===== src/rtl/ctrl_unit_pipe.sv =====
// ctrl_unit_pipe: registered ARM decode control unit feeding the ID/EX boundary.
// Decodes {mode, opcode, S} into exe/mem/wb controls with a one-cycle latency.
// Handles valid/ready, hazard bubbles, flush, condition kill and a MEM_WAIT
// stall after LDR/STR.
// Optional feature macro: UNDEF_TRAP_EN adds a registered 'undef' output and
// zeroes the controls of unlisted encodings.
module ctrl_unit_pipe #(
  parameter int EXE_CMD_W = 4,
  parameter int MEM_LAT   = 0,
  parameter int CNT_W     = 4
) (
  input  logic                 clk,
  input  logic                 rst,
  input  logic                 valid_in,
  output logic                 ready_out,
  input  logic                 s_bit,
  input  logic [1:0]           mode,
  input  logic [3:0]           opcode,
  input  logic                 cond_pass,
  input  logic                 hazard,
  input  logic                 flush,
  output logic                 valid_out,
  output logic [EXE_CMD_W-1:0] exe_cmd,
  output logic                 mem_read,
  output logic                 mem_write,
  output logic                 wb_en,
  output logic                 branch,
  output logic                 stat_update,
  output logic                 move,
  output logic                 busy
`ifdef UNDEF_TRAP_EN
  ,
  output logic                 undef
`endif
);

`ifdef UNDEF_TRAP_EN
  localparam bit TRAP = 1'b1;
`else
  localparam bit TRAP = 1'b0;
`endif

  typedef enum logic {RUN = 1'b0, MEM_WAIT = 1'b1} state_t;

  typedef struct packed {
    logic [3:0] cmd;
    logic       mem_read;
    logic       mem_write;
    logic       wb_en;
    logic       branch;
    logic       stat_update;
    logic       move;
  } ctrl_t;

  state_t           state_q, state_d;
  logic [CNT_W-1:0] cnt_q, cnt_d;
  logic             vld_q, vld_d;
  ctrl_t            ctl_q, ctl_d;
  logic             undef_q, undef_d;
  ctrl_t            dec, dec_raw;
  logic             dec_undef;

  // Combinational decode of the instruction fields
  always_comb begin
    dec_raw   = '0;
    dec_undef = 1'b0;
    case (mode)
      2'd0: begin
        dec_raw.stat_update = s_bit;
        dec_raw.wb_en       = 1'b1;
        case (opcode)
          4'd0:  dec_raw.cmd = 4'b0110;
          4'd1:  dec_raw.cmd = 4'b1000;
          4'd2:  dec_raw.cmd = 4'b0100;
          4'd4:  dec_raw.cmd = 4'b0010;
          4'd5:  dec_raw.cmd = 4'b0011;
          4'd6:  dec_raw.cmd = 4'b0101;
          4'd8:  begin dec_raw.cmd = 4'b0110; dec_raw.wb_en = 1'b0; end
          4'd10: begin dec_raw.cmd = 4'b0100; dec_raw.wb_en = 1'b0; end
          4'd12: dec_raw.cmd = 4'b0111;
          4'd13: begin dec_raw.cmd = 4'b0001; dec_raw.move = 1'b1; end
          4'd15: begin dec_raw.cmd = 4'b1001; dec_raw.move = 1'b1; end
          default: begin dec_raw.wb_en = 1'b0; dec_undef = 1'b1; end
        endcase
      end
      2'd1: begin
        if (opcode == 4'd4) begin
          dec_raw.cmd = 4'b0010;
          if (s_bit) begin
            dec_raw.mem_read = 1'b1;
            dec_raw.wb_en    = 1'b1;
          end else begin
            dec_raw.mem_write = 1'b1;
          end
        end else begin
          dec_undef = 1'b1;
        end
      end
      2'd2:    dec_raw.branch = 1'b1;
      default: dec_undef = 1'b1;
    endcase
    dec = (TRAP && dec_undef) ? '0 : dec_raw;
  end

  // Next-state: flush > MEM_WAIT > hazard > condition kill > accept > idle
  always_comb begin
    state_d = state_q;
    cnt_d   = cnt_q;
    vld_d   = 1'b0;
    ctl_d   = '0;
    undef_d = 1'b0;
    if (flush) begin
      state_d = RUN;
      cnt_d   = '0;
    end else if (state_q == MEM_WAIT) begin
      cnt_d = cnt_q - CNT_W'(1);
      if (cnt_q <= CNT_W'(1)) state_d = RUN;
    end else if (valid_in && hazard) begin
      vld_d = 1'b0;
    end else if (valid_in && !cond_pass) begin
      vld_d = 1'b1;
    end else if (valid_in) begin
      vld_d   = 1'b1;
      ctl_d   = dec;
      undef_d = TRAP && dec_undef;
      if ((dec.mem_read || dec.mem_write) && (MEM_LAT > 0)) begin
        state_d = MEM_WAIT;
        cnt_d   = CNT_W'(MEM_LAT);
      end
    end
  end

  // ID/EX boundary register and occupancy FSM state
  always_ff @(posedge clk) begin
    if (rst) begin
      state_q <= RUN;
      cnt_q   <= '0;
      vld_q   <= 1'b0;
      ctl_q   <= '0;
      undef_q <= 1'b0;
    end else begin
      state_q <= state_d;
      cnt_q   <= cnt_d;
      vld_q   <= vld_d;
      ctl_q   <= ctl_d;
      undef_q <= undef_d;
    end
  end

  assign ready_out   = !rst && !flush && (state_q == RUN) && !hazard;
  assign busy        = (state_q == MEM_WAIT);
  assign valid_out   = vld_q;
  assign exe_cmd     = EXE_CMD_W'(ctl_q.cmd);
  assign mem_read    = ctl_q.mem_read;
  assign mem_write   = ctl_q.mem_write;
  assign wb_en       = ctl_q.wb_en;
  assign branch      = ctl_q.branch;
  assign stat_update = ctl_q.stat_update;
  assign move        = ctl_q.move;
`ifdef UNDEF_TRAP_EN
  assign undef       = undef_q;
`else
  logic unused_undef;
  assign unused_undef = undef_q;
`endif

endmodule


===== config.mk =====
export PLATFORM = sky130hd
export DESIGN_NAME = ctrl_unit_pipe
export DESIGN_NICKNAME = d
export VERILOG_FILES = /design/src/rtl/ctrl_unit_pipe.sv
export SDC_FILE = /design/constraint.sdc
export NUM_CORES = 1
export LEC_CHECK = 0
export CAP_MARGIN = 10
export CELL_PAD_IN_SITES_DETAIL_PLACEMENT = 2
export CELL_PAD_IN_SITES_GLOBAL_PLACEMENT = 2
export CORE_MARGIN = 2
export CORE_UTILIZATION = 24
export DETAILED_ROUTE_END_ITERATION = 12
export PLACE_DENSITY_LB_ADDON = 0.3
export SLEW_MARGIN = 20
export SYNTH_ARGS = -nofsm -noshare
export SYNTH_HDL_FRONTEND = slang
export SYNTH_SLANG_ARGS = --single-unit

===== constraint.sdc =====
create_clock -name clk -period 1.9 [get_ports clk]
set_clock_uncertainty 0.05 [all_clocks]
set_input_delay 0.38 -clock clk [delete_from_list [all_inputs] [get_ports clk]]
set_output_delay 0.38 -clock clk [all_outputs]
set_load 0.05 [all_outputs]

==> run_results.csv, run 1 <==
group,metric,value,unit
finish,seqCellArea,322,um2
timing,fin_crit,1.84,ns
critical_path,endpoint,"move",
timing,setup_viol,0,
clock_network,cts_made_buffers,3,
finish,synthToLayoutAreaGrowth,62.8,%
power,p_leak,0.436,nW
critical_path,start_kind,"flop",
critical_path,worstReg2RegEnd,"exe_cmd[3]",
floorplan,rows,19,
power,power.total,0.651,mW
critical_path,cp_num_cells,1,
floorplan,die_w,56.5,um
timing,relSlewSlack,65.6,%
place,dp_slack,-0.0667,ns
synthesis,synth_edf_count,0,
synthesis,synth_flop_cell,"dfxtp_1",
power,power.density,605,nW/um2
critical_path,crit_path_max_fanout,1,
synthesis,synth_area_leaders,"dfxtp_1 (48%), nor2_1 (4.0%), xnor2_1 (4.0%), ha_1 (3.8%), nor4_4 (3.2%)",
timing,worst_pin_slew,0.515,ns
synthesis,synth_cell_type_count,29,
critical_path,reg2reg_from,"busy",
critical_path,critPathKind,"reg2out",
drt,drc_errors,0,
critical_path,max_stage_delay,0.80,ns
synthesis,synth-seq-area-share,48.4,%
floorplan,io_pins,26,
clock_network,cts_tree,"yes",
finish,antenna-diode-count,0,
timing,max_freq,543,MHz
critical_path,crit_buf_inv,1,
global_route,antenna_found_initial,0,
drt,ant_nets,0,
finish,fillers,314,
clock_network,clock_latency,0.28,ns
place,port-buffer-count,25,
drt,via_per_inst,4.63,
place,hpwl,1.51,mm
floorplan,core,2690,um2
place,place_area,1020,um2
run_status,status,"complete, no violations",
synthesis,syn-cell-area,662,um2
timing,hold_viol_final,0,
critical_path,crit_required,1.47,ns
critical_path,end_kind,"output pin",
synthesis,synth_top_area_share,48.4,%
critical_path,reg2reg_slack,0.38,ns
synthesis,synth_seq_cells,16,
clock_network,cts.sinks,16,
synthesis,synth_cells,64,
clock_network,cts-htree-levels,1,
critical_path,path_delay_family,"buffers and inverters",
critical_path,reg2reg_depth,5,
critical_path,crit_chain,"clkdlybuf4s50_1",
finish,fin_util,40.1,%
finish,stdcell_area,1080,um2
global_route,grt_pass1_wl,3.24,mm
clock_network,root_buffer,"clkbuf_4",
drt,wl_per_cell,13.7,um
critical_path,cp_slowest_cell,"clkdlybuf4s50_1",
clock_network,hold_buffers,0,
timing,postLayoutSetupSlackWorst,0.0574,ns
floorplan,dieArea,3190,um2
synthesis,avgSynthCellArea,10.3,um2
timing,whs,0.481,ns
floorplan,start_util,24.6,%
drt,drtIter0Drc,2,
timing,finalSetupTns,0,ns
drt,dr.pass1.iters,2,
synthesis,yosysTopAreaCell,"dfxtp_1",
power,vdd_drop_max,0.000286,V
place,gp_congestion,0.729,
synthesis,yosysWarningCount,0,
worst_hold_path,hold_class,"reg2reg",
floorplan,die_y,56.5,um
global_route,grt_pass1_vias,724,
clock_network,clk_path_buf_depth,2,
drt,wl,1.85,mm
finish,post_layout_nonfiller_instances,135,
finish,num-nets-final,120,
global_route,grt.total_usage,13.0,%
finish,multi_input_area,312,um2
synthesis,syn_nets,79,
finish,drive_gt1_share,24.0,%
timing,slew_violations,0,
flow_run,maxCapViolCount,0,
critical_path,crit_start,"move",
place,place_inst,129,
drt,num_vias,625,
critical_path,arrival,1.41,ns
timing,rsz0062_at_grt,"no",
global_route,grt_max_degree,10,
global_route,gr-total-overflow,0,
clock_network,clk_pin_slew,0.09,ns
timing,period_share,97.0,%
synthesis,synthArstFlopShare,0,%
-- cells in the final DEF (no fill, tap or decap), drive strengths merged --
cell,n
nor4b,1
nand4,1
a211oi,2
xnor2,3
nor3,4
ha,2
buf,17
nand2b,1
and2,1
a21oi,1
nor4,4
nand2,2
a2111oi,2
nor3b,1
xor2,2
or3,1
nor2b,1
clkbuf,4
dfxtp,16
o31ai,1
inv,4
dlygate4sd2,1
nand3,1
clkdlybuf4s50,18
a2111o,1
dlymetal6s2s,2
maj3,1
or4b,1
o311a,1
nor2,7
-- how the worst min path moves through the flow --
stage,from,endpoint,depth (start not counted)
global route,busy,busy,1
global placement,cnt_q[1],cnt_q[1],2
detailed placement,busy,busy,1
floorplan,opcode[0],exe_cmd[2],1
CTS,busy,busy,1
finish,busy,busy,1
-- routing by layer --
layer | vias to the layer above | part of all wire (%) | GRT usage (%)
met5 | - | 0 | 0
met4 | 0 | 0.92 | 5.10
met3 | 2 | 3.5 | 2.07
met2 | 14 | 53 | 23.3
met1 | 301 | 42 | 15.2
li1 | 308 | - | -
-- area by class of cell --
| type | instances | share of cell area (%) |
|---|---|---|
| Multi-Input combinational cell | 42 | 28.9 |
| Clock buffer | 4 | 3.37 |
| Tap cell | 31 | 3.60 |
| Inverter | 4 | 1.39 |
| Timing Repair Buffer | 38 | 32.9 |
| Sequential cell | 16 | 29.8 |
-- power by group --
part	total (mW)	internal (mW)	switching [mW]
Clock	0.222	0.117	0.105
Combinational	0.0933	0.0505	0.0428
Sequential	0.336	0.336	0.000286
Total	0.651	0.503	0.148
-- synth_stat cells, types with 2 or more instances --
cell type  instances
a211oi_1           2
dfxtp_1           16
ha_1               2
inv_1              4
nand2_1            2
nor2_1             7
nor3_1             4
nor4_1             3
xnor2_1            3
xor2_1             2
-- repair_timing --
| action | in CTS | in global routing |
|---|---|---|
| endpoints found under the setup margin | 1 | 2 |
| pin swaps | 1 | 1 |
| resized for setup | 1 | 2 |
| setup buffers | 2 | 0 |
-- kinds of logic after synthesis --
logic type | after synthesis | synth area share, %
and+or+nand+nor | 26 | 24.2
DFF | 16 | 48.4
AOI/OAI and AO/OA | 8 | 11.0
buffers and inverters | 6 | 4.54
xor gates and xnor gates | 5 | 6.62
adders and majority gates | 3 | 5.29
(Power assumes the default switching activity.)
==> run 2: changes to the inputs <==
Settings changed: CORE_MARGIN 2 to 4.
==> run 2 against run 1 <==
  * Sequential share of layout area increased by 0.64 points
  * Highest routed layer unchanged
  * Setup slack about the same
  * Core utilization increased by 1.3 points
  * Final cell count decreased by 2.2%
  * Sequential cell count unchanged
  * Critical endpoint is now ready_out
==> run_results.csv, run 2 (synthesis results as in run 1) <==
group,metric,value,unit
critical_path,crit_required,1.47,ns
power,vdd_drop_max,0.000293,V
drt,wl_per_cell,15.2,um
global_route,antenna_found_initial,0,
finish,fin_util,41.4,%
flow_run,maxCapViolCount,0,
global_route,grt_max_degree,10,
floorplan,core,2540,um2
global_route,grt_pass1_wl,3.10,mm
clock_network,cts_tree,"yes",
worst_hold_path,hp-start,"flush",
finish,post_layout_nonfiller_instances,132,
finish,multi_input_area,312,um2
timing,max_freq,543,MHz
place,gp_congestion,0.741,
place,hpwl,1.64,mm
timing,period_share,97.0,%
global_route,grt.total_usage,11.9,%
critical_path,reg2reg_depth,4,
worst_hold_path,hold_class,"in2reg",
finish,seqCellArea,322,um2
floorplan,io_pins,26,
finish,mostFrequentLayoutCells,"clkdlybuf4s50_1 (18), buf_4 (16), dfxtp_1 (15), nor2_1 (7)",
drt,drtIter0Drc,5,
floorplan,start_util,26.0,%
clock_network,cts.sinks,16,
critical_path,worstReg2RegEnd,"exe_cmd[3]",
critical_path,crit_path_max_fanout,2,
finish,layout_commonest_cell,"clkdlybuf4s50_1",
timing,postLayoutSetupSlackWorst,0.0573,ns
timing,rsz0062_at_grt,"no",
place,port-buffer-count,25,
critical_path,critPathKind,"in2out",
place,place_inst,127,
timing,worst_pin_slew,0.506,ns
clock_network,clk_pin_slew,0.10,ns
drt,ant_nets,0,
finish,drive_gt1_share,24.5,%
finish,num-nets-final,118,
drt,via_per_inst,4.72,
global_route,grt_pass1_vias,667,
timing,setup_viol,0,
drt,dr.pass1.iters,2,
clock_network,cts-htree-levels,1,
power,power.density,624,nW/um2
floorplan,die_w,60.5,um
drt,num_vias,623,
timing,relSlewSlack,66.2,%
clock_network,cts_made_buffers,3,
critical_path,end_kind,"output pin",
timing,fin_crit,1.84,ns
floorplan,dieArea,3660,um2
drt,drc_errors,0,
finish,synthToLayoutAreaGrowth,59.4,%
drt,wl,2.00,mm
critical_path,reg2reg_from,"busy",
critical_path,start_kind,"input port",
timing,hold_viol_final,0,
place,dp_slack,-0.0970,ns
critical_path,reg2reg_slack,0.39,ns
worst_hold_path,whs_endpoint,"cnt_q[2]",
critical_path,arrival,1.41,ns
clock_network,root_buffer,"clkbuf_4",
power,p_leak,0.411,nW
timing,slew_violations,0,
worst_hold_path,hold_path_depth,3,
floorplan,die_y,60.5,um
finish,fillers,282,
clock_network,clk_path_buf_depth,2,
clock_network,clock_latency,0.28,ns
run_status,status,"complete, no violations",
timing,finalSetupTns,0,ns
finish,antenna-diode-count,0,
power,power.total,0.658,mW
floorplan,rows,18,
global_route,gr-total-overflow,0,
==> run 2: final cells by class <==
class / count / share of cell area (%)
repair buffers: 36 / 31.6
flip-flops and latches: 16 / 30.5
multi-input cells: 42 / 29.5
well taps: 30 / 3.56
clock buffers: 4 / 3.44
inverters: 4 / 1.42
==> run 2: worst max-delay path by stage <==
| stage | cells past startpoint | from | slack (ns) | end |
|---|---|---|---|---|
| after floorplan | 3 | hazard | 0.003 | exe_cmd[3] |
| after global placement | 4 | flush | -0.07 | exe_cmd[3] |
| after detailed placement | 4 | flush | -0.1 | exe_cmd[3] |
| after CTS | 4 | hazard | 0.02 | ready_out |
| after global routing | 1 | mem_read | 0.003 | mem_read |
| final | 4 | rst | 0.06 | ready_out |
==> run 2: where the power goes <==
group          internal (mW)  switching (mW)
Combinational         0.0502          0.0437
Sequential             0.336        0.000253
Clock                  0.117           0.111
==> run 2: per-stage QoR <==
stage,area (um2),hold WS [ns]
after floorplan,663,0.403
after global placement,1010,0.449
after detailed placement,1010,0.458
after CTS,1050,0.472
after global routing,1050,0.454
final,1050,0.455
==> run 2: worst max-delay path, stage by stage <==
cell,delay (ns)
clkdlybuf4s50_1,0.47
nor4_4,0.26
buf_4,0.17
buf_12,0.13
==> run 2: timing repair <==
action / 4_1_cts / 5_1_grt
resized for setup: 0 / 1
hold endpoints to repair: 0 / 0
setup endpoints to repair: 1 / 1
pin swaps: 1 / 1
buffers inserted: 1 / 0
hold buffers: 0 / 0
==> run 2: per-layer routing <==
metal	part of all wire [%]	wire (um)	vias to the layer above	GRT usage, %
met1	37	748	296	12.8
met4	3.7	74	0	8.67
li1	-	-	306	-
met2	54	1090	17	21.1
met5	0	0	-	0
met3	4.7	94	4	1.70
==> run 3: changes to the inputs <==
Settings changed: SLEW_MARGIN 20 to 10.
==> results of run 3 <==
No change in the layout: final DEF, timing and power equal those of run 2.
